--- src/rtl/hms_bcd_converter_pkg.sv ---
// Shared constants and types for the HMS-to-BCD display converter.
// Field positions follow the packed time word produced by the timing block.
package hms_bcd_converter_pkg;

  localparam int HOURS_MSB = 18;
  localparam int HOURS_LSB = 12;
  localparam int MINS_MSB  = 11;
  localparam int MINS_LSB  = 6;
  localparam int SECS_MSB  = 5;
  localparam int SECS_LSB  = 0;

  localparam int FIELD_W      = 7;
  localparam int DABBLE_STEPS = 7;

  localparam logic [3:0] BLANK_CODE = 4'hF;

  typedef enum logic [1:0] {
    IDLE,
    SHIFT,
    COMMIT
  } state_e;

endpackage

--- src/rtl/hms_bcd_converter_dabble_step.sv ---
// One serial double-dabble step: add-3 correction on each BCD nibble, then shift
// the accumulator left, pulling in the MSB of the binary shift register.
module dabble_step
  import hms_bcd_converter_pkg::*;
(
  input  logic [7:0]         acc_i,
  input  logic [FIELD_W-1:0] sr_i,
  input  logic               serial_i,
  output logic [7:0]         acc_o,
  output logic [FIELD_W-1:0] sr_o
);

  logic [3:0] lo_adj;
  logic [3:0] hi_adj;

  always_comb begin
    lo_adj = (acc_i[3:0] >= 4'd5) ? acc_i[3:0] + 4'd3 : acc_i[3:0];
    hi_adj = (acc_i[7:4] >= 4'd5) ? acc_i[7:4] + 4'd3 : acc_i[7:4];
    // The bit shifted out of the tens nibble is a hundreds digit and is dropped.
    acc_o  = ({hi_adj, lo_adj} << 1) | {7'b0, sr_i[FIELD_W-1]};
    sr_o   = {sr_i[FIELD_W-2:0], serial_i};
  end

endmodule

--- src/rtl/hms_bcd_converter.sv ---
// Converts packed binary hh:mm:ss into six BCD digits with a 7-step serial
// double-dabble per field, and toggles the display colon on each half-second.
module hms_bcd_converter #(
  parameter int         HOUR_LIMIT   = 99,
  parameter int         MINSEC_LIMIT = 59,
  parameter logic [3:0] BLANK_CODE   = hms_bcd_converter_pkg::BLANK_CODE
) (
  input  logic        clock,
  input  logic        reset,
  input  logic [18:0] HMS_time,
  input  logic        sec_pulse,
  input  logic        half_sec_pulse,
  output logic [23:0] bcd_time,
  output logic        bcd_valid,
  output logic        busy,
  output logic        range_err,
  output logic        colon
);

  import hms_bcd_converter_pkg::*;

  localparam logic [FIELD_W-1:0] HOUR_LIM   = FIELD_W'(HOUR_LIMIT);
  localparam logic [FIELD_W-1:0] MINSEC_LIM = FIELD_W'(MINSEC_LIMIT);
  localparam logic [2:0]         STEP_LAST  = 3'(DABBLE_STEPS - 1);

  state_e state_q, state_d;

  logic [2:0]         step_q, step_d;
  logic [FIELD_W-1:0] hrs_sr_q, hrs_sr_d, hrs_sr_nxt;
  logic [FIELD_W-1:0] min_sr_q, min_sr_d, min_sr_nxt;
  logic [FIELD_W-1:0] sec_sr_q, sec_sr_d, sec_sr_nxt;
  logic [7:0]         hrs_acc_q, hrs_acc_d, hrs_acc_nxt;
  logic [7:0]         min_acc_q, min_acc_d, min_acc_nxt;
  logic [7:0]         sec_acc_q, sec_acc_d, sec_acc_nxt;
  logic [2:0]         err_q, err_d;  // {hours, minutes, seconds}

  logic [23:0] bcd_time_q, bcd_time_d;
  logic        bcd_valid_q, bcd_valid_d;
  logic        range_err_q, range_err_d;
  logic        colon_q, colon_d;

  dabble_step u_dabble_hrs (
    .acc_i    (hrs_acc_q),
    .sr_i     (hrs_sr_q),
    .serial_i (1'b0),
    .acc_o    (hrs_acc_nxt),
    .sr_o     (hrs_sr_nxt)
  );

  dabble_step u_dabble_min (
    .acc_i    (min_acc_q),
    .sr_i     (min_sr_q),
    .serial_i (1'b0),
    .acc_o    (min_acc_nxt),
    .sr_o     (min_sr_nxt)
  );

  dabble_step u_dabble_sec (
    .acc_i    (sec_acc_q),
    .sr_i     (sec_sr_q),
    .serial_i (1'b0),
    .acc_o    (sec_acc_nxt),
    .sr_o     (sec_sr_nxt)
  );

  // NOTE: sequential state uses <= so every flop samples pre-edge values.
  always_ff @(posedge clock or posedge reset) begin
    if (reset) state_q <= IDLE;
    else       state_q <= state_d;
  end

  always_comb begin
    // NOTE: default first so no path leaves a variable unassigned (no latch).
    state_d = state_q;
    case (state_q)
      IDLE:    if (sec_pulse) state_d = SHIFT;
      SHIFT:   if (step_q == STEP_LAST) state_d = COMMIT;
      COMMIT:  state_d = IDLE;
      default: state_d = IDLE;
    endcase
  end

  // Datapath: snapshot on accept, then one dabble step per SHIFT cycle.
  always_comb begin
    step_d    = step_q;
    hrs_sr_d  = hrs_sr_q;
    min_sr_d  = min_sr_q;
    sec_sr_d  = sec_sr_q;
    hrs_acc_d = hrs_acc_q;
    min_acc_d = min_acc_q;
    sec_acc_d = sec_acc_q;
    err_d     = err_q;
    if (state_q == IDLE && sec_pulse) begin
      hrs_sr_d  = HMS_time[HOURS_MSB:HOURS_LSB];
      min_sr_d  = {1'b0, HMS_time[MINS_MSB:MINS_LSB]};
      sec_sr_d  = {1'b0, HMS_time[SECS_MSB:SECS_LSB]};
      hrs_acc_d = 8'h00;
      min_acc_d = 8'h00;
      sec_acc_d = 8'h00;
      step_d    = 3'd0;
      err_d     = {HMS_time[HOURS_MSB:HOURS_LSB] > HOUR_LIM,
                   {1'b0, HMS_time[MINS_MSB:MINS_LSB]} > MINSEC_LIM,
                   {1'b0, HMS_time[SECS_MSB:SECS_LSB]} > MINSEC_LIM};
    end else if (state_q == SHIFT) begin
      hrs_sr_d  = hrs_sr_nxt;
      min_sr_d  = min_sr_nxt;
      sec_sr_d  = sec_sr_nxt;
      hrs_acc_d = hrs_acc_nxt;
      min_acc_d = min_acc_nxt;
      sec_acc_d = sec_acc_nxt;
      step_d    = step_q + 3'd1;
    end
  end

  always_comb begin
    busy        = (state_q != IDLE);
    bcd_valid_d = (state_q == COMMIT);
    bcd_time_d  = bcd_time_q;
    range_err_d = range_err_q;
    colon_d     = colon_q ^ half_sec_pulse;
    if (state_q == COMMIT) begin
      bcd_time_d  = {err_q[2] ? {2{BLANK_CODE}} : hrs_acc_q,
                     err_q[1] ? {2{BLANK_CODE}} : min_acc_q,
                     err_q[0] ? {2{BLANK_CODE}} : sec_acc_q};
      range_err_d = |err_q;
    end
  end

  always_ff @(posedge clock or posedge reset) begin
    if (reset) begin
      step_q      <= 3'd0;
      hrs_sr_q    <= '0;
      min_sr_q    <= '0;
      sec_sr_q    <= '0;
      hrs_acc_q   <= 8'h00;
      min_acc_q   <= 8'h00;
      sec_acc_q   <= 8'h00;
      err_q       <= 3'b000;
      bcd_time_q  <= 24'h000000;
      bcd_valid_q <= 1'b0;
      range_err_q <= 1'b0;
      colon_q     <= 1'b0;
    end else begin
      step_q      <= step_d;
      hrs_sr_q    <= hrs_sr_d;
      min_sr_q    <= min_sr_d;
      sec_sr_q    <= sec_sr_d;
      hrs_acc_q   <= hrs_acc_d;
      min_acc_q   <= min_acc_d;
      sec_acc_q   <= sec_acc_d;
      err_q       <= err_d;
      bcd_time_q  <= bcd_time_d;
      bcd_valid_q <= bcd_valid_d;
      range_err_q <= range_err_d;
      colon_q     <= colon_d;
    end
  end

  assign bcd_time  = bcd_time_q;
  assign bcd_valid = bcd_valid_q;
  assign range_err = range_err_q;
  assign colon     = colon_q;

endmodule

--- config.mk ---
export PLATFORM = sky130hd
export DESIGN_NAME = hms_bcd_converter
export DESIGN_NICKNAME = d
export VERILOG_FILES = /design/src/rtl/hms_bcd_converter_pkg.sv /design/src/rtl/hms_bcd_converter_dabble_step.sv /design/src/rtl/hms_bcd_converter.sv
export SDC_FILE = /design/constraint.sdc
export NUM_CORES = 1
export LEC_CHECK = 0
export ABC_AREA = 1
export BUFFER_PORTS_ARGS = -buffer_cell sky130_fd_sc_hd__buf_2
export CAP_MARGIN = 40
export CORE_AREA = 2 2 88 90
export DETAILED_ROUTE_END_ITERATION = 8
export DIE_AREA = 0 0 90 92
export GPL_TIMING_DRIVEN = 0
export PLACE_DENSITY = 0.75
export SYNTH_ARGS = -nofsm -noshare
export SYNTH_HDL_FRONTEND = slang
export SYNTH_SLANG_ARGS = --single-unit
export TNS_END_PERCENT = 1
--- constraint.sdc ---
create_clock -name clock -period 2.9 [get_ports clock]
set_clock_uncertainty 0.15 [all_clocks]
set_input_delay 0.87 -clock clock [delete_from_list [all_inputs] [get_ports clock]]
set_output_delay 0.87 -clock clock [all_outputs]
set_load 0.01 [all_outputs]
==> results.json <==
{
  "die_w_um": 90,
  "cts_tree": "done",
  "dp_slack_ns": 0.9829,
  "yosysWarningCount": 0,
  "setup_viol": 0,
  "cts_sinks": 80,
  "slew_headroom_pct": 69.82,
  "vias_per_cell": 5.095,
  "postSynthCellCount": 431,
  "antenna_found_initial": 0,
  "hold_viol_final": 0,
  "arrival_ns": 1.16,
  "holdBufCountCts": 0,
  "ys_async_sr_fraction_pct": 100.0,
  "met3_usage_pct": 3.040,
  "synth.largest_area_cell": "dfrtp_1",
  "first_pass_iters": 4,
  "diodes": 0,
  "timing.hold.ws_ns": 0.3121,
  "gp_congestion": 0.8156,
  "cp_max_fo": 4,
  "ys.flop_type": "dfrtp_1",
  "synth.area.top_cells": "dfrtp_1, nand2_1, nand3_1, ha_1, inv_1",
  "dp.cells": 585,
  "post-dp-hpwl_um": 5763,
  "synth-seq-area-share_pct": 53.40,
  "end_kind": "primary output",
  "row_count": 32,
  "wl_per_cell_um": 13.01,
  "root_buffer": "clkbuf_8",
  "cts-resized-gates": 0,
  "synth-edff-count": 0,
  "crit_chain": "inv_2 -> nand2_2 -> buf_2",
  "initial_core_util_pct": 50.34,
  "fmax_ghz": 0.4597,
  "final_cells": 601,
  "yosys-top-cells-count": "nand2_1, dfrtp_1, inv_1",
  "cp_data_required_time_ns": 1.88,
  "first_iter_violations": 164,
  "leakagePower_nw": 2.277,
  "core-area_sq_mm": 0.007447,
  "port-buffer-count": 50,
  "post_cts.repair.setup_buffers": 0,
  "clockBufferDepth": 2,
  "period_minus_slack_ns": 2.175,
  "utilization_pct": 58.96,
  "die_h_um": 92,
  "tns_ns": 0,
  "multi_input_area_sq_mm": 0.001458,
  "synth_top_area_share_pct": 53.40,
  "grt_pass1_wl_um": 13330,
  "grt_remaining_overflow": 0,
  "nFillCells": 668,
  "slew_violations": 0,
  "layout-drive-gt1-share_pct": 18.24,
  "htree_levels": 3,
  "io_pins": 51,
  "rsz0062_at_grt": "false",
  "netlist_area_sq_mm": 0.003749,
  "grt_busiest_layer": "met2",
  "worstSkewPairLatency_ns": 0.34,
  "vias": 3062,
  "slowest_stage": "dfrtp_1",
  "grt_usage_pct": 20.06,
  "fin_crit_sh_pct": 75.01,
  "min_path_type": "register to register",
  "area_delta_synth_final_pct": 17.12,
  "max_stage_delay_ns": 0.45,
  "design.die.area_sq_mm": 0.008280,
  "syn_area_per_cell_sq_um": 8.697,
  "tightest_slew_ns": 0.4517,
  "layout.nets": 531,
  "startpoint_type": "register",
  "yosys_register_bits": 80,
  "max-cap-violations": 0,
  "routed_wl_um": 7820,
  "first_global_vias": 2838,
  "power.density_mw_per_mm2": 1128,
  "cts_buffers": 9,
  "syn_nets": 468,
  "worst_slack_ns": 0.7247,
  "cts.reportedPaths.clkPinSlew_ns": 0.08,
  "grt_start_max_net_pins": 35,
  "ys_types": 25,
  "vdd_drop_max_mv": 0.5185,
  "drc_errors": 0,
  "yosysMostFrequentCell": "nand2_1",
  "status": "completed",
  "grt_use_met1_pct": 27.75,
  "critical_path_class": "register to primary output",
  "ant_nets": 0,
  "grt_use_met2_pct": 32.58,
  "regArea_sq_mm": 0.002002
}
-- critical path: cells and delay by family, from the launching register on --
family / cells / cell delay [ns]
flip-flops: 1 / 0.45
buffers and inverters: 2 / 0.27
AND/OR/NAND/NOR: 1 / 0.10
-- kinds of logic (layout without fill, tap and decap cells) --
logic type               after synthesis  in the layout  share of synthesized area, %
adder cells (fa/ha/maj)               14             14                         4.673
flip-flops                            80             80                         53.40
buffers and inverters                 62            130                         7.710
AO/OA/AOI/OAI                         65             65                         10.11
AND/OR/NAND/NOR                      208            208                         23.63
XOR/XNOR                               2              2                        0.4674
-- metrics by stage --
stage	cell area, sq um	power (mW)
floorplan	3752	3.458
global placement	4130	3.986
detailed placement	4170	4.092
CTS	4390	4.997
global route	4390	5.416
finish	4390	4.954
-- cell usage in the layout (no fill, tap or decap), types with 3 or more instances in the layout --
master and n:
dfrtp_1 80, a21oi_1 3, inv_1 43, nor2_4 3
clkbuf_8 10, nor2_1 27, o211ai_1 3, o22ai_1 5
buf_4 3, nand2_1 125, clkinv_2 3, a31oi_1 24
buf_6 5, nand4_1 12, o21ai_0 26, buf_2 56
nand3_1 39, ha_1 14
-- per-layer routing --
layer  part of all wire (%)  vias to the layer above
met1                     47                     1443
met3                    4.5                        8
met5                      0                        -
met2                     48                       66
met4                   0.86                        0
li1                       -                     1545
-- power breakdown --
part,internal [mW],switching [mW]
combinational,0.827,1.29
clock,0.504,0.392
sequential,1.62,0.317
total,2.95,2.00
-- state kept, by name (all words and copies together) (netlist names) --
signal and cells:
sec_acc_q 8, hrs_acc_q 8, min_sr_q 7, hrs_sr_q 7, colon 1, range_err 1, bcd_valid 1, err_q 3
step_q 3, bcd_time 24, min_acc_q 8, state_q 2, sec_sr_q 7
-- final timing paths --
kind / startpoint / endpoint / slack, ns / cells after the start
worst max register to register: hrs_acc_q[0] / hrs_acc_q[2] / 1.44 / 8
min in group asynchronous: reset / hrs_sr_q[1] / 0.38 / 2
worst min register to register: colon / colon / 0.31 / 1
max in group asynchronous: reset / min_acc_q[3] / 1.50 / 4
worst min-delay path: colon / colon / 0.31 / 1
worst max-delay path: state_q[0] / busy / 0.72 / 3
-- cell type report --
class	instances	area share, %
buffer	14	2.479
clock buffer	10	3.135
clock inverter	6	1.881
inverter	48	4.189
multi-input combinational	289	33.20
sequential	80	45.60
tap	102	2.907
timing repair buffer	52	6.612
Power figures use the tool's default switching activity.
